<file path="config.mk">
export PLATFORM = sky130hd
export DESIGN_NAME = imem_loader_flat
export DESIGN_NICKNAME = d
export VERILOG_FILES = /design/src/rtl/imem_loader_pkg.sv /design/src/rtl/imem_loader_if.sv /design/src/rtl/imem_loader_byte_to_word.sv /design/src/rtl/imem_loader.sv /design/src/flat_wrapper.sv
export SDC_FILE = /design/constraint.sdc
export NUM_CORES = 1
export LEC_CHECK = 0
export CAP_MARGIN = 15
export CORE_UTILIZATION = 45
export CTS_BUF_LIST = sky130_fd_sc_hd__clkbuf_16
export DETAILED_ROUTE_END_ITERATION = 10
export PLACE_DENSITY = 0.77
export SLEW_MARGIN = 10
export SYNTH_ARGS = -nofsm -noshare
export SYNTH_HDL_FRONTEND = slang
export SYNTH_HIERARCHICAL = 1
export SYNTH_SLANG_ARGS = --single-unit
</file>
<file path="constraint.sdc">
create_clock -name clk -period 3.8 [get_ports clk]
set_input_delay 0.76 -clock clk [delete_from_list [all_inputs] [get_ports clk]]
set_output_delay 0.76 -clock clk [all_outputs]
set_load 0.02 [all_outputs]
</file>
<file path="src/rtl/imem_loader_pkg.sv">
// Shared definitions for the instruction-memory boot loader.
//   - loader state encoding (3-bit) exposed on the debug port
//   - frame byte-order constants (little-endian length and payload words)
//   - checksum seed
package imem_loader_pkg;

  localparam logic [2:0] ST_IDLE_ENC   = 3'd0;
  localparam logic [2:0] ST_LEN_LO_ENC = 3'd1;
  localparam logic [2:0] ST_LEN_HI_ENC = 3'd2;
  localparam logic [2:0] ST_DATA_ENC   = 3'd3;
  localparam logic [2:0] ST_CSUM_ENC   = 3'd4;
  localparam logic [2:0] ST_DONE_ENC   = 3'd5;
  localparam logic [2:0] ST_ERR_ENC    = 3'd6;

  typedef enum logic [2:0] {
    ST_IDLE   = ST_IDLE_ENC,
    ST_LEN_LO = ST_LEN_LO_ENC,
    ST_LEN_HI = ST_LEN_HI_ENC,
    ST_DATA   = ST_DATA_ENC,
    ST_CSUM   = ST_CSUM_ENC,
    ST_DONE   = ST_DONE_ENC,
    ST_ERR    = ST_ERR_ENC
  } state_t;

  // Frame byte order: length is LEN_LO then LEN_HI; payload words arrive
  // least-significant byte first, so byte index 3 completes a word.
  localparam int         BYTES_PER_WORD = 4;
  localparam logic [1:0] LAST_BYTE_IDX  = 2'd3;

  localparam logic [7:0] CSUM_INIT = 8'h00;

endpackage

</file>
<file path="src/rtl/imem_loader_if.sv">
// Byte-stream and IMEM write-port bundle for the boot loader.
//   in_valid/in_data : host byte stream (host -> loader)
//   in_ready         : loader can take a byte this cycle
//   imem_we/addr/wdata : single-cycle instruction-memory write (loader -> IMEM)
// Handshake: a byte transfers on any rising clk edge where in_valid and
// in_ready are both 1; in_data is don't-care otherwise. The host may raise
// in_valid at any time and must hold in_data stable until the transfer.
// master = host/bench side, slave = loader side.
interface imem_loader_if #(
  parameter int ADDR_W = 8
);
  logic              in_valid;
  logic [7:0]        in_data;
  logic              in_ready;
  logic              imem_we;
  logic [ADDR_W-1:0] imem_addr;
  logic [31:0]       imem_wdata;

  modport master (
    output in_valid, in_data,
    input  in_ready, imem_we, imem_addr, imem_wdata
  );

  modport slave (
    input  in_valid, in_data,
    output in_ready, imem_we, imem_addr, imem_wdata
  );
endinterface

</file>
<file path="src/rtl/imem_loader_byte_to_word.sv">
// byte_to_word: little-endian 4-byte packer.
//   clk, rst_   : clock, synchronous active-high reset
//   clear       : restart assembly at byte 0 (new load)
//   byte_valid  : byte_data is consumed this cycle
//   byte_data   : incoming byte
//   word_valid  : one-cycle pulse, the cycle after byte 3 was consumed
//   word_data   : assembled word; holds its last value between pulses
//   byte_idx    : index of the next byte within the word
module byte_to_word
  import imem_loader_pkg::*;
(
  input  logic        clk,
  input  logic        rst_,
  input  logic        clear,
  input  logic        byte_valid,
  input  logic [7:0]  byte_data,
  output logic        word_valid,
  output logic [31:0] word_data,
  output logic [1:0]  byte_idx
);

  // Bytes 0..2 of the word in flight; byte 3 goes straight into word_data.
  logic [23:0] lo_bytes;

  always_ff @(posedge clk) begin
    if (rst_) begin
      byte_idx   <= 2'd0;
      lo_bytes   <= 24'd0;
      word_valid <= 1'b0;
      word_data  <= 32'd0;
    end else begin
      word_valid <= 1'b0;
      if (clear) begin
        byte_idx <= 2'd0;
        lo_bytes <= 24'd0;
      end else if (byte_valid) begin
        byte_idx <= byte_idx + 2'd1;
        if (byte_idx == LAST_BYTE_IDX) begin
          word_data  <= {byte_data, lo_bytes};
          word_valid <= 1'b1;
        end else begin
          lo_bytes[{byte_idx, 3'b000} +: 8] <= byte_data;
        end
      end
    end
  end

endmodule

</file>
<file path="src/rtl/imem_loader.sv">
// imem_loader: byte-stream boot loader writing a program image into IMEM.
// Frame: LEN_LO LEN_HI (word count N), 4*N payload bytes (words LSB first),
// CSUM = XOR of the payload bytes. The core is held in reset (core_rst_=0)
// until a frame completes with a matching checksum.
//   clk, rst_   : clock, synchronous active-high reset
//   start       : pulse to begin a load (only from IDLE, DONE or ERR)
//   bus         : byte stream in, IMEM write port out (slave side)
//   core_rst_   : active-low core reset, 1 only in DONE
//   done / err  : load completed good / load aborted
//   state_dbg   : current loader state encoding
module imem_loader
  import imem_loader_pkg::*;
#(
  parameter int ADDR_W    = 8,
  parameter int BASE_ADDR = 0
) (
  input  logic       clk,
  input  logic       rst_,
  input  logic       start,
  imem_loader_if.slave bus,
  output logic       core_rst_,
  output logic       done,
  output logic       err,
  output logic [2:0] state_dbg
);

  // Largest word count that fits between BASE_ADDR and the top of IMEM.
  localparam logic [16:0]       CAPACITY = 17'((1 << ADDR_W) - BASE_ADDR);
  localparam logic [ADDR_W-1:0] BASE     = ADDR_W'(BASE_ADDR);

  state_t      state;
  logic [7:0]  len_lo;
  logic [15:0] len;
  logic [16:0] word_cnt;
  logic [7:0]  csum;
  logic [1:0]  byte_idx;

  logic        accept;
  logic        start_ok;
  logic        data_byte;
  logic        word_end;
  logic [15:0] new_len;

  assign accept    = bus.in_valid && bus.in_ready;
  assign start_ok  = start && (state == ST_IDLE || state == ST_DONE || state == ST_ERR);
  assign data_byte = accept && (state == ST_DATA);
  assign word_end  = data_byte && (byte_idx == LAST_BYTE_IDX);
  assign new_len   = {bus.in_data, len_lo};
  assign state_dbg = state;

  // The packer's registered word pulse is the IMEM write strobe, so the
  // write lands exactly one cycle after the fourth byte of each word.
  byte_to_word u_pack (
    .clk        (clk),
    .rst_       (rst_),
    .clear      (start_ok),
    .byte_valid (data_byte),
    .byte_data  (bus.in_data),
    .word_valid (bus.imem_we),
    .word_data  (bus.imem_wdata),
    .byte_idx   (byte_idx)
  );

  always_ff @(posedge clk) begin
    if (rst_) begin
      state         <= ST_IDLE;
      bus.in_ready  <= 1'b0;
      bus.imem_addr <= '0;
      core_rst_     <= 1'b0;
      done          <= 1'b0;
      err           <= 1'b0;
      len_lo        <= 8'd0;
      len           <= 16'd0;
      word_cnt      <= 17'd0;
      csum          <= CSUM_INIT;
    end else begin
      // Address is registered alongside the packer's word so both are
      // valid in the same cycle as imem_we.
      if (word_end) begin
        bus.imem_addr <= BASE + word_cnt[ADDR_W-1:0];
        word_cnt      <= word_cnt + 17'd1;
      end
      if (data_byte) begin
        csum <= csum ^ bus.in_data;
      end

      case (state)
        ST_IDLE, ST_DONE, ST_ERR: begin
          if (start) begin
            state        <= ST_LEN_LO;
            bus.in_ready <= 1'b1;
            done         <= 1'b0;
            err          <= 1'b0;
            core_rst_    <= 1'b0;
            word_cnt     <= 17'd0;
            csum         <= CSUM_INIT;
          end
        end
        ST_LEN_LO: begin
          if (accept) begin
            len_lo <= bus.in_data;
            state  <= ST_LEN_HI;
          end
        end
        ST_LEN_HI: begin
          if (accept) begin
            len <= new_len;
            // Rejecting oversize frames here guarantees addresses never wrap.
            if ({1'b0, new_len} > CAPACITY) begin
              state        <= ST_ERR;
              err          <= 1'b1;
              bus.in_ready <= 1'b0;
            end else if (new_len == 16'd0) begin
              state <= ST_CSUM;
            end else begin
              state <= ST_DATA;
            end
          end
        end
        ST_DATA: begin
          if (word_end && (word_cnt + 17'd1 == {1'b0, len})) begin
            state <= ST_CSUM;
          end
        end
        ST_CSUM: begin
          if (accept) begin
            bus.in_ready <= 1'b0;
            if (bus.in_data == csum) begin
              state     <= ST_DONE;
              done      <= 1'b1;
              core_rst_ <= 1'b1;
            end else begin
              state <= ST_ERR;
              err   <= 1'b1;
            end
          end
        end
        default: begin
          state        <= ST_IDLE;
          bus.in_ready <= 1'b0;
        end
      endcase
    end
  end

endmodule

</file>
<file path="src/flat_wrapper.sv">
// flat-port wrapper written by rule: the top's interface ports become plain ports
module imem_loader_flat import imem_loader_pkg::*;
#(
  parameter int ADDR_W    = 8,
  parameter int BASE_ADDR = 0
)
  (clk, rst_, start, core_rst_, done, err, state_dbg, bus_in_valid, bus_in_data, bus_in_ready, bus_imem_we, bus_imem_addr, bus_imem_wdata);
  imem_loader_if #(.ADDR_W(ADDR_W)) bus_i ();
  input  logic clk;
  input  logic rst_;
  input  logic start;
  output logic core_rst_;
  output logic done;
  output logic err;
  output logic [2:0] state_dbg;
  input wire logic [$bits(bus_i.in_valid)-1:0] bus_in_valid;
  input wire logic [$bits(bus_i.in_data)-1:0] bus_in_data;
  output wire logic [$bits(bus_i.in_ready)-1:0] bus_in_ready;
  output wire logic [$bits(bus_i.imem_we)-1:0] bus_imem_we;
  output wire logic [$bits(bus_i.imem_addr)-1:0] bus_imem_addr;
  output wire logic [$bits(bus_i.imem_wdata)-1:0] bus_imem_wdata;
  assign bus_i.in_valid = bus_in_valid;
  assign bus_i.in_data = bus_in_data;
  assign bus_in_ready = bus_i.in_ready;
  assign bus_imem_we = bus_i.imem_we;
  assign bus_imem_addr = bus_i.imem_addr;
  assign bus_imem_wdata = bus_i.imem_wdata;
  imem_loader #(.ADDR_W(ADDR_W), .BASE_ADDR(BASE_ADDR)) u_core (.clk(clk), .rst_(rst_), .start(start), .bus(bus_i), .core_rst_(core_rst_), .done(done), .err(err), .state_dbg(state_dbg));
endmodule
</file>
# Word-level counts from Yosys, hierarchy flattened
# Index checks and enable logic that the tools add are counted.
[word_totals] elab_cells=95 in_bits=12 regBits=122 output_inout_bits=48
[classes] eq_ne=17 reduce_logical=23 shift=2 muxes=31 magnitude_cmp=1 n_addsub=3 bitwise_logic=5
[ops] operator="17-bit two-way mux" count=3
[ops] operator="24-bit bitwise mux" count=1
[ops] operator="8-bit two-way mux" count=3
[ops] operator="8-bit by 7-bit variable shift with 24-bit output (first input constant)" count=1
[ops] operator="8-bit by 7-bit variable part select with 24-bit output" count=1
[ops] operator="3-bit two-way mux" count=7
[ops] operator="17-bit by 1-bit adder with 17-bit output (second input constant)" count=1
[ops] operator="17-bit by 16-bit equality test with 1-bit output" count=1
[ops] operator="16-bit by 9-bit > comparator with 1-bit output (second input constant)" count=1
[ops] operator="16-bit logical NOT" count=1
[ops] operator="3-bit case mux with 5 select lines" count=1
[ops] operator="1-bit two-way mux" count=12
[ops] operator="2-bit by 1-bit != test with 1-bit output (second input constant)" count=5
[ops] operator="5-bit AND reduction" count=2
[ops] operator="3-bit equality test (second input constant)" count=3
[ops] operator="8-bit equality test" count=1
[ops] operator="8-bit XOR" count=1
[ops] operator="5-bit negator with 7-bit output" count=1
[ops] operator="3-bit by 2-bit equality test with 1-bit output (second input constant)" count=2
[ops] operator="2-bit != test (second input constant)" count=3
[ops] operator="2-bit AND reduction" count=3
[ops] operator="6-bit AND reduction" count=1
[ops] operator="3-bit OR reduction" count=2
[ops] operator="1-bit logical AND" count=5
[ops] operator="15 further kinds" count=20

# Longest topological paths before layout
[depth] word_depth=6 mapped_depth=10 mapped_depth_nobuf=7

# Hierarchy
# Netlist, hierarchy kept.
[by_module_without_submodules] module="imem_loader" instances=1 area_per_inst_um2=3281.9 seq_area_each_um2=1261.2 cells_per_inst=414
[by_module_without_submodules] module="byte_to_word" instances=1 area_per_inst_um2=2193.4 seq_area_each_um2=1181.1 cells_per_inst=242

# Worst setup path after synthesis
# No wires, ideal clock.
[synth_path] path_kind="in2reg" startpoint="in bus_in_valid" endpoint="reg u_core.u_pack.lo_bytes[16]" t_required_ps=3741 n_path_buf=3 t_arrival_ps=2278 setup_time_ps=59 slack_ps=1464 stages=8 path_cell_list="nand3_1 > nor2_1 > buf_2 > nor4bb_1 > buf_2 > and4b_1 > buf_2 > a22o_1"
[synth_between] elab_chain_cells=3
[synth_rtl] item="start, declared" line_no="flat_wrapper.sv:16" text="input wire logic [$bits(bus_i.in_valid)-1:0] bus_in_valid;"
[synth_rtl] item="1-bit logical AND" line_no="imem_loader.sv:44" text="assign accept = bus.in_valid && bus.in_ready;"
[synth_rtl] item="1-bit logical AND" line_no="imem_loader.sv:46" text="assign data_byte = accept && (state == ST_DATA);"
[synth_rtl] item="via u_core.data_byte" line_no="imem_loader.sv:40" text="logic data_byte;"
[synth_rtl] item="2-bit AND reduction (no source line)"
[synth_rtl] item="end signal, assigned by index" line_no="imem_loader_byte_to_word.sv:42" text="lo_bytes[{byte_idx, 3'b000} +: 8] <= byte_data;"
[synth_rtl] item="end, declared" line_no="imem_loader_byte_to_word.sv:23" text="logic [23:0] lo_bytes;"
# The timed path passes the listed nets, and every way through them passes these cells.
# A chain may end at the register's enable or synchronous reset.

# Final worst setup path
[layout_path] startpoint="reg u_core.state[1], in the netlist u_core/state_dbg[1]" endpoint="reg u_core.u_pack.lo_bytes[3]"
[layout_between] elab_chain_cells=5 word_cells_on_any_way=10 classes_between="eq/ne: 3; reduce/logical: 7"
[layout_rtl] item="start, declared" line_no="imem_loader.sv:31" text="state_t state;"
[layout_rtl] item="start signal, assigned" line_no="imem_loader.sv:66" text="state <= ST_IDLE;"
[layout_rtl] item="start signal, assigned" line_no="imem_loader.sv:90" text="state <= ST_LEN_LO;"
[layout_rtl] item="start signal, assigned" line_no="imem_loader.sv:102" text="state <= ST_LEN_HI;"
[layout_rtl] item="3-bit equality test or 3-bit logical NOT (tied branches)" line_no="imem_loader.sv:45" text="assign start_ok = start && (state == ST_IDLE || state == ST_DONE || state == ST_ERR);"
[layout_rtl] item="1-bit logical OR" line_no="imem_loader.sv:45"
[layout_rtl] item="1-bit logical OR *" line_no="imem_loader.sv:45"
[layout_rtl] item="1-bit logical AND *" line_no="imem_loader.sv:45"
[layout_rtl] item="via u_core.start_ok" line_no="imem_loader.sv:39" text="logic start_ok;"
[layout_rtl] item="2-bit OR reduction (no source line) *"
# Mark *: on every way through the listed nets, which the timed path passes. The rest lies on a longest branch.

==> summary.md <==
| Metric | Value |
|---|---|
| Worst slew margin | `26.9%` |
| Yosys top cell by area | `dfxtp_1` |
| Clock sink total | `between 100 and 150` |
| H-tree Lvls | `4` |
| Hold_buf cts | `0` |
| Global-route wire length before repair | `~22000 um` |
| Fraction of layout cells with a size suffix above 1 | `under 10%` |
| Synth cell count leaders | `nand2_1, dfxtp_1, a21oi_1` |
| Clock Pin Slew Worst Setup and Hold Paths | `0.06 ns` |
| Largest net degree at the start of global routing | `33` |
| Most area-consuming cells after synthesis | `dfxtp_1, nand2_1, a21oi_1` |
| Layout net count | `around 720` |
| Post-CTS Setup Inserts | `0` |
| CP Class | `reg -> reg` |
| Drt pass-1 iters | `8` |
| Die Width | `around 110 um` |
| All-Layer GR Usage | `~22%` |
| GR peak layer | `met2` |
| EDFF count, synth | `0` |
| Initial DRC Count | `a little under 400` |
| Area fraction of the dominant cell type after synthesis | `44.6%` |
| M3 GR Usage | `between 5 and 6%` |
| Root Driver | `clkbuf_16` |
| DP HPWL | `approximately 9000 um` |
| Syn Area/Cell | `roughly 8.3 sq um` |
| Leakage | `approximately 2.4 nW` |
| Sequential area share after synthesis | `~45%` |
| Sw frac | `around a quarter` |
| CP arrival | `3.33 ns` |
| # DRC | `3` |
| Initial Utilization | `47.1%` |
| Mapped cell area | `roughly 5500 sq um` |
| Synth cell types | `61` |
| Setup_tns | `0 ns` |
| Placed cell areas | `just over 6000 sq um` |
| Clock skew | `0.00668 ns` |
| Logic pwr share | `around 10%` |
| Clock Path Buffers | `2` |
| Die area | `about 13000 sq um` |
| Switching power | `slightly below 0.9 mW` |
| CP required | `4.16 ns` |
| Final Max Slew Viols | `0` |
| Outcome | `finished with violations` |
| Detail Route Antenna Nets | `0` |
| Hold Crit Class | `reg -> reg` |
| Most common cell in the netlist | `nand2_1` |
| FF+latch count, synth | `about 120` |
| Clock Power Share | `between 40% and 50%` |
| RSZ-0062 raised after global routing | `no` |
| Crit path max fanout | `18` |
| Min Hold Slack | `~0.45 ns` |
| TritonCTS clock tree | `yes` |
| Initial antenna violation count | `0` |
| Area growth syn-to-layout | `23.5%` |
| Post-layout min period | `2.97 ns` |
| Post-Synthesis Cells | `around 660` |
| Fin crit share | `roughly four fifths` |
| Design area | `around 6800 sq um` |
| Peak Freq | `roughly 340 MHz` |
| Synth warnings | `6` |
| Ys async rst share | `0%` |
| Peak supply drop | `~0.28 mV` |
| Failing checks | `DRC` |
| Ys flop type | `dfxtp_1` |
| Die Y | `approximately 110 um` |
| Setup crit start kind | `flop` |
| Cell Pwr Density | `503 nW/um^2` |
| Row count | `39` |
| Setup crit end kind | `flop` |
| Global Route met2 Usage | `36.4%` |
| Sequential power share | `between 40% and 50%` |
| Fillers | `973` |
| Multi-input logic area | `~2800 sq um` |
| Port Buf Inserts | `59` |
| Avg Vias per Cell | `5.56` |
| Met1 Use GR | `between 20 and 30%` |
| TritonCTS Buffers | `17` |
| Routability cong. | `between 0.8 and 0.9` |
| Net Count, Synth | `around 670` |
| Boundary Pins | `60` |
| Drt wl/cell | `between 15 and 20 um` |
| Global route total overflow | `0` |
| Core area | `11600 sq um` |
| Power Internal | `approximately 2.5 mW` |
| Final Hold Violating Endpoints | `0` |
| Worst-Skew Late Latency | `0.42 ns` |
| Total number of vias | `between 4000 and 5000` |
| Reg area | `2440 sq um` |
| Setup violators final | `0` |
| Vias in the first global route | `about 4600` |
| WL final | `roughly 14000 um` |
| Max-cap violations | `0` |
| Ant diodes | `0` |
| CTS resizes | `0` |
| Slew @ Worst Pin | `1.10 ns` |
## path summary, 6_finish.rpt
path	start	endpoint	slack, ns	cells after the start
hold reg to reg	u_core/err	u_core/err	0.45	2
setup / recovery	u_core/state_dbg[1]	u_core/u_pack/lo_bytes[3]	0.83	7
setup reg to reg	u_core/state_dbg[1]	u_core/u_pack/lo_bytes[3]	0.83	7
hold / removal	u_core/err	u_core/err	0.45	2
## cell usage in the layout, fill, tap and decap left out, types with 10 or more instances in the layout
master and n:
a21oi_1 63, inv_1 10, buf_4 13, clkdlybuf4s50_1 58, xnor2_1 23, nor2_1 56, nand3_1 14, clkbuf_16 17
o21ai_0 12, xor2_1 32, dfxtp_1 122, nand2_1 144, and3_1 12
## metrics by stage
stage	power, mW	utilization [%]	setup slack [ns]	instances
6_report	3.40	58.2	0.827	860
2_1_floorplan	1.62	-	1.46	656
3_3_place_gp	1.72	52.9	0.758	828
3_5_place_dp	1.73	52.9	0.728	828
5_1_grt	3.52	58.2	0.622	860
4_1_cts	3.41	58.2	0.903	860
## registers in the layout (all words and copies together) (netlist names)
name                      cells
u_core/err                    1
u_core/u_pack/lo_bytes       24
u_core/u_pack/word_valid      1
u_core/u_pack/word_data      32
u_core/csum                   8
u_core/len                   16
u_core/bus.imem_addr          8
u_core/state_dbg              3
u_core/u_pack/byte_idx        2
u_core/word_cnt              17
u_core/bus.in_ready           1
u_core/len_lo                 8
u_core/done                   1
## area by class of cell
type                    instances  share of cell area, %
multi-input cells             481                   41.4
flip-flops and latches        122                   36.1
repair buffers                 72                   10.1
clock buffers                  17                   6.29
clock inverters                15                   2.92
well taps                     143                   2.65
inverters                      10                  0.555
## kinds of logic (layout without fill, tap and decap cells)
| kind of cell | count (synthesis) | in the layout | synth area share (%) |
|---|---|---|---|
| muxes | 9 | 9 | 1.65 |
| adders and majority gates | 6 | 6 | 1.37 |
| and+or+nand+nor | 286 | 286 | 24.5 |
| buffers and inverters | 53 | 114 | 4.32 |
| xor gates and xnor gates | 55 | 55 | 8.80 |
| AOI/OAI and AO/OA | 125 | 125 | 14.8 |
| DFF | 122 | 122 | 44.6 |
## power groups by stage
stage	Clock, mW	Sequential, mW	Combinational, mW
2_1_floorplan	0	1.36	0.253
3_3_place_gp	0	1.38	0.336
3_5_place_dp	0	1.38	0.346
4_1_cts	1.70	1.36	0.348
5_1_grt	1.77	1.37	0.382
6_report	1.69	1.36	0.352
## layer usage
layer / vias up / routed length, um
met5: - / 0
met1: 2290 / 6160
met4: 0 / 163
met3: 13 / 751
met2: 136 / 6440
li1: 2345 / -
## critical path, cell delays in order, from the launching register on
cell and delay (ns):
dfxtp_1 0.67, nor2b_1 0.30, nor3_1 0.08, o21ai_0 0.53
inv_1 0.18, or2_1 0.42, nor4b_4 0.53, a31o_1 0.21
Note: power is estimated with default switching activity, not from simulation.
